File: src/rtl/store_buffer.sv
// store_buffer: in-order write buffer between the memory stage and data memory.
// Stores are queued in a circular FIFO and drained one per cycle whenever the
// memory is not busy. Loads that touch the word of a pending store are flagged
// so the pipeline can stall them.
module store_buffer #(
   parameter int unsigned DEPTH = 4
) (
   input  logic                     clk,
   input  logic                     reset,

   input  logic                     st_valid,
   input  logic [31:0]              st_addr,
   input  logic [31:0]              st_data,
   input  logic [2:0]               st_op,
   input  logic [31:0]              st_pc,
   output logic                     st_ready,

   input  logic                     ld_valid,
   input  logic [31:0]              ld_addr,
   output logic                     ld_conflict,

   input  logic                     dm_busy,
   output logic                     dm_we,
   output logic [31:0]              dm_addr,
   output logic [31:0]              dm_wdata,
   output logic [2:0]               dm_op,
   output logic [31:0]              dm_pc,

   output logic [$clog2(DEPTH):0]   count,
   output logic                     empty
);

   localparam int unsigned AW = $clog2(DEPTH);
   localparam int unsigned CW = AW + 1;

   localparam logic [2:0] OP_WORD = 3'b000;
   localparam logic [2:0] OP_BYTE = 3'b001;
   localparam logic [2:0] OP_HALF = 3'b010;

   // Entry storage; payloads carry no reset, only valid bits do.
   logic [31:0]      addr_q [DEPTH];
   logic [31:0]      data_q [DEPTH];
   logic [2:0]       op_q   [DEPTH];
   logic [31:0]      pc_q   [DEPTH];
   logic [DEPTH-1:0] valid_q, valid_d;

   logic [AW-1:0]    head_q, head_d;
   logic [AW-1:0]    tail_q, tail_d;
   logic [CW-1:0]    count_q, count_d;

   logic             op_legal_c;
   logic             enq_c;
   logic             deq_c;
   logic             empty_c;
   logic             hit_c;

   // Low address bits are irrelevant to word-granular conflict detection.
   logic             unused_ld_lsb;
   assign unused_ld_lsb = ^ld_addr[1:0];

   // Handshake and dequeue decisions, all from registered state.
   always_comb begin
      op_legal_c = (st_op == OP_WORD) || (st_op == OP_BYTE) || (st_op == OP_HALF);
      empty_c    = (count_q == CW'(0));
      st_ready   = (count_q != CW'(DEPTH));
      enq_c      = st_valid && st_ready && op_legal_c;
      dm_we      = !empty_c && !dm_busy;
      deq_c      = dm_we;
      empty      = empty_c;
      count      = count_q;
   end

   // Head entry presented to memory, zeroed when nothing is pending.
   always_comb begin
      dm_addr  = 32'd0;
      dm_wdata = 32'd0;
      dm_op    = 3'b000;
      dm_pc    = 32'd0;
      if (!empty_c) begin
         dm_addr  = addr_q[head_q];
         dm_wdata = data_q[head_q];
         dm_op    = op_q[head_q];
         dm_pc    = pc_q[head_q];
      end
   end

   // Word-match against pending entries, skipping the one leaving this cycle.
   always_comb begin
      hit_c = 1'b0;
      for (int unsigned i = 0; i < DEPTH; i++) begin
         if (valid_q[i] && (addr_q[i][31:2] == ld_addr[31:2]) &&
             !(deq_c && (head_q == AW'(i)))) begin
            hit_c = 1'b1;
         end
      end
      ld_conflict = ld_valid && hit_c;
   end

   // Next-state for pointers, occupancy and per-entry valid bits.
   always_comb begin
      head_d  = head_q;
      tail_d  = tail_q;
      count_d = count_q;
      valid_d = valid_q;
      if (deq_c) begin
         head_d          = head_q + AW'(1);
         valid_d[head_q] = 1'b0;
      end
      if (enq_c) begin
         tail_d          = tail_q + AW'(1);
         valid_d[tail_q] = 1'b1;
      end
      unique case ({enq_c, deq_c})
         2'b10:   count_d = count_q + CW'(1);
         2'b01:   count_d = count_q - CW'(1);
         default: count_d = count_q;
      endcase
   end

   // Control state; reset discards every pending store.
   always_ff @(posedge clk or negedge reset) begin
      if (!reset) begin
         head_q  <= '0;
         tail_q  <= '0;
         count_q <= '0;
         valid_q <= '0;
      end else begin
         head_q  <= head_d;
         tail_q  <= tail_d;
         count_q <= count_d;
         valid_q <= valid_d;
      end
   end

   // Payload capture at the tail slot on an accepted store.
   always_ff @(posedge clk) begin
      if (enq_c) begin
         addr_q[tail_q] <= st_addr;
         data_q[tail_q] <= st_data;
         op_q[tail_q]   <= st_op;
         pc_q[tail_q]   <= st_pc;
      end
   end

endmodule

File: config.mk
export PLATFORM = sky130hd
export DESIGN_NAME = store_buffer
export DESIGN_NICKNAME = d
export VERILOG_FILES = /design/src/rtl/store_buffer.sv
export SDC_FILE = /design/constraint.sdc
export NUM_CORES = 1
export LEC_CHECK = 0
export CORE_UTILIZATION = 40
export DETAILED_ROUTE_END_ITERATION = 8
export PLACE_DENSITY_LB_ADDON = 0.2
export SETUP_SLACK_MARGIN = 0.2
export SYNTH_ARGS = -nofsm -noshare
export SYNTH_HDL_FRONTEND = slang
export SYNTH_SLANG_ARGS = --single-unit
File: constraint.sdc
create_clock -name clk -period 4.5 [get_ports clk]
set_input_delay 0.675 -clock clk [delete_from_list [all_inputs] [get_ports clk]]
set_output_delay 0.675 -clock clk [all_outputs]
set_load 0.02 [all_outputs]
==> results.md <==
- Syn Inst Count: between 800 and 900
- Vias: between 8000 and 9000
- Flop-to-flop setup slack: just under 2 ns
- Worst-path maximum fanout: 4
- Mapped Nets: 1004
- I/O pins: 242
- Synth Register Bits: just over 400
- Initial antenna violation count: 3
- Peak VDD IR: between 300 and 400 uV
- Postcts setup bufs: 0
- Largest area contributor in the netlist: edfxtp_1
- Period utilization: between 80% and 90%
- Initial Utilization: roughly 41%
- Vias in the first global route: roughly 9200
- Crit path DAT: 3.23 ns
- Die ar.: around 43000 sq um
- Clock Skews: 0.0125 ns
- Clock sink total: slightly above 400
- Pleak: 7.10 nW
- Final GP Congestion: approximately 0.84
- Multi-input gate area: approximately 4500 sq um
- Share of layout cells above drive strength 1: between 15 and 20%
- Wire per inst: about 23 microns
- Worst-Margin Slew: between 0.5 and 0.6 ns
- Pwr/cell area: 605 nW/um^2
- Largest net degree at the start of global routing: 101
- CTS tree: yes
- Worst hold path type: in -> async
- Antenna violation net count after detailed routing: 0
- Global-route wire length before repair: approximately 58 mm
- Largest family of logic cells by synthesized area: multiplexers
- FF+latch area: between 10000 and 15000 sq um
- Mapped Area: ~17000 sq um
- TritonRoute pass-1 iters: 7
- Clk buf depth: 3
- DP Area: between 20000 and 25000 sq um
- Synth unique cells: 31
- Final Hold Fails: 0
- Status: completed
- Die Wd: 208 microns
- Sequential fraction of the synthesis area: approximately 72%
- Mux share of post-synthesis cell area: 13.2%
- Setup TNS: 0 ns
- Maximum clock rate: between 200 and 300 MHz
- N_diodes: 0
- Design Area, Final: about 21000 sq um
- Root Driver: clkbuf_16
- Chip Height: around 210 microns
- CTS resizes: 0
- Synth Area in Compound Gates: less than 1%
- CP Launch Type: input port
- Hold bufs inserted after CTS: 0
- DRC: 0
- Worst skew pair latency: 0.57 ns
- H-tree Lvls: 2
- Core footprint: roughly 42000 sq um
- Fillers: around 3500
- Dominant cells by area after synthesis: edfxtp_1, mux4_2, xor2_1, nor2b_1, dfrtp_1
- Slew HR: approximately three fifths
- Min cycle time layout: around 4 ns
- Post-detailed-route via-to-cell ratio: between 5 and 6
- Unrepaired setup endpoints after global routing: false
- Row count: 75
- Synth Area in XOR/XNOR: under 10%
- Simple-Gate Fraction of Synth Area: 5.88%
- Synth Area per Inst: just under 20 sq um
- Gr usage total: between 10% and 20%
- Crit. End Element: primary output
- Adder-cell share of the synthesized area: less than 1%
- YS warnings: 0
- Clk slew on worst S/H paths: ~0.060 ns
- Syn-to-layout area delta: 26.1%
- Final Max Tran Viols: 0
- IO Port Bufs: around 240
- Share of the synthesized area in the top cell type: ~70%
- # nets final: approximately 1300
- DRT iter0 DRCs: 428
- Setup Crit Path Kind: in -> out
- Max-cap violations: 0
- Total grt overflow: 0
- CP required: ~3.8 ns
- CTS Buf Count: 44
- Drt total wl: 38.6 mm
- Final setup vio count: 0
- Post-DP HPWL: between 20 and 25 mm
-- worst paths after layout --
kind                            endpoint  depth (start not counted)         from
setup / recovery             ld_conflict                          7  ld_addr[28]
hold / removal                 head_q[1]                          1        reset
setup reg to reg           data_q[0][29]                          6     count[0]
hold reg to reg               valid_q[2]                          2   valid_q[2]
max in group asynchronous      head_q[0]                          1        reset
min in group clk              valid_q[2]                          2   valid_q[2]
-- sequential cells by signal, summed over array words and instances, names as in the netlist --
signal,cells
head_q,2
op_q,12
addr_q,128
valid_q,4
pc_q,128
data_q,128
tail_q,2
count,3
-- cell families after synthesis --
| logic type | after synthesis |
|---|---|
| flip-flops | 407 |
| buffers and inverters | 50 |
| AND/OR/NAND/NOR | 159 |
| multiplexers | 100 |
| XOR/XNOR | 125 |
| AO/OA/AOI/OAI | 7 |
| adder cells (fa/ha/maj) | 10 |
-- cell type report --
class	count	area share, %
Timing Repair Buffer	256	12.2
Tap cell	539	3.15
Clock inverter	27	0.860
Multi-Input combinational cell	401	21.1
Clock buffer	55	5.44
Inverter	16	0.316
Sequential cell	407	56.9
-- power breakdown --
group / switching (mW) / internal (mW)
Clock: 1.44 / 1.95
Sequential: 0.175 / 4.52
Combinational: 2.45 / 2.41
Total: 4.06 / 8.88
-- placed cells by master (no fill, tap or decap), types with 5 or more instances in the layout --
cell,count
and2b_1,27
buf_12,7
buf_4,10
clkbuf_1,10
clkbuf_16,45
clkdlybuf4s50_1,239
clkinv_1,13
clkinv_2,8
dfrtp_1,9
edfxtp_1,396
ha_1,9
inv_1,13
mux4_2,99
nand2_1,9
nand4_1,8
nor2_1,5
nor2b_1,72
nor4_1,28
xor2_1,122
-- Yosys cell counts --
cell type	count
inv_1	16
nand3_1	1
nor2b_1	72
nand2b_1	1
nor3_2	1
dlymetal6s2s_1	1
nor3_1	4
nor4_1	28
mux2i_1	1
nor2_1	5
clkbuf_1	11
o21ai_0	3
xor2_1	122
fa_1	1
o21ai_2	2
and4b_1	1
xnor2_1	3
and2b_1	27
ha_1	9
dfrtp_1	11
o21ai_1	1
nand4_1	8
mux4_2	99
nand2_1	9
edfxtp_1	396
buf_6	10
o41a_1	1
buf_2	11
buf_4	1
or2_4	1
and2_1	1
-- metal layers --
layer / share of wire (%) / vias to the layer above / GRT usage [%]
li1: - / 3914 / -
met1: 42 / 4482 / 23.8
met2: 47 / 263 / 28.1
met3: 8.4 / 60 / 6.02
met4: 2.3 / 6 / 6.31
met5: 0.086 / - / 0
-- worst max-delay path, cell delays in order --
cell and delay, ns:
clkdlybuf4s50_1 0.63, xor2_1 0.20, nor4_1 0.50, nand4_1 0.15, nor3_1 0.20, o41a_1 0.24
clkdlybuf4s50_1 0.63
-- per-stage QoR --
| step | power (mW) | util [%] | hold WS [ns] | setup slack, ns | cells |
|---|---|---|---|---|---|
| after floorplan | 7.70 | - | 0.379 | 0.500 | 858 |
| after global placement | 9.72 | 47.9 | 0.489 | 0.602 | 1619 |
| after detailed placement | 9.74 | 47.9 | 0.492 | 0.623 | 1619 |
| after CTS | 13.2 | 51.1 | 0.472 | 0.606 | 1701 |
| after global routing | 13.6 | 51.1 | 0.507 | 0.418 | 1701 |
| final | 12.9 | 51.1 | 0.483 | 0.594 | 1701 |
(Power assumes the default switching activity.)
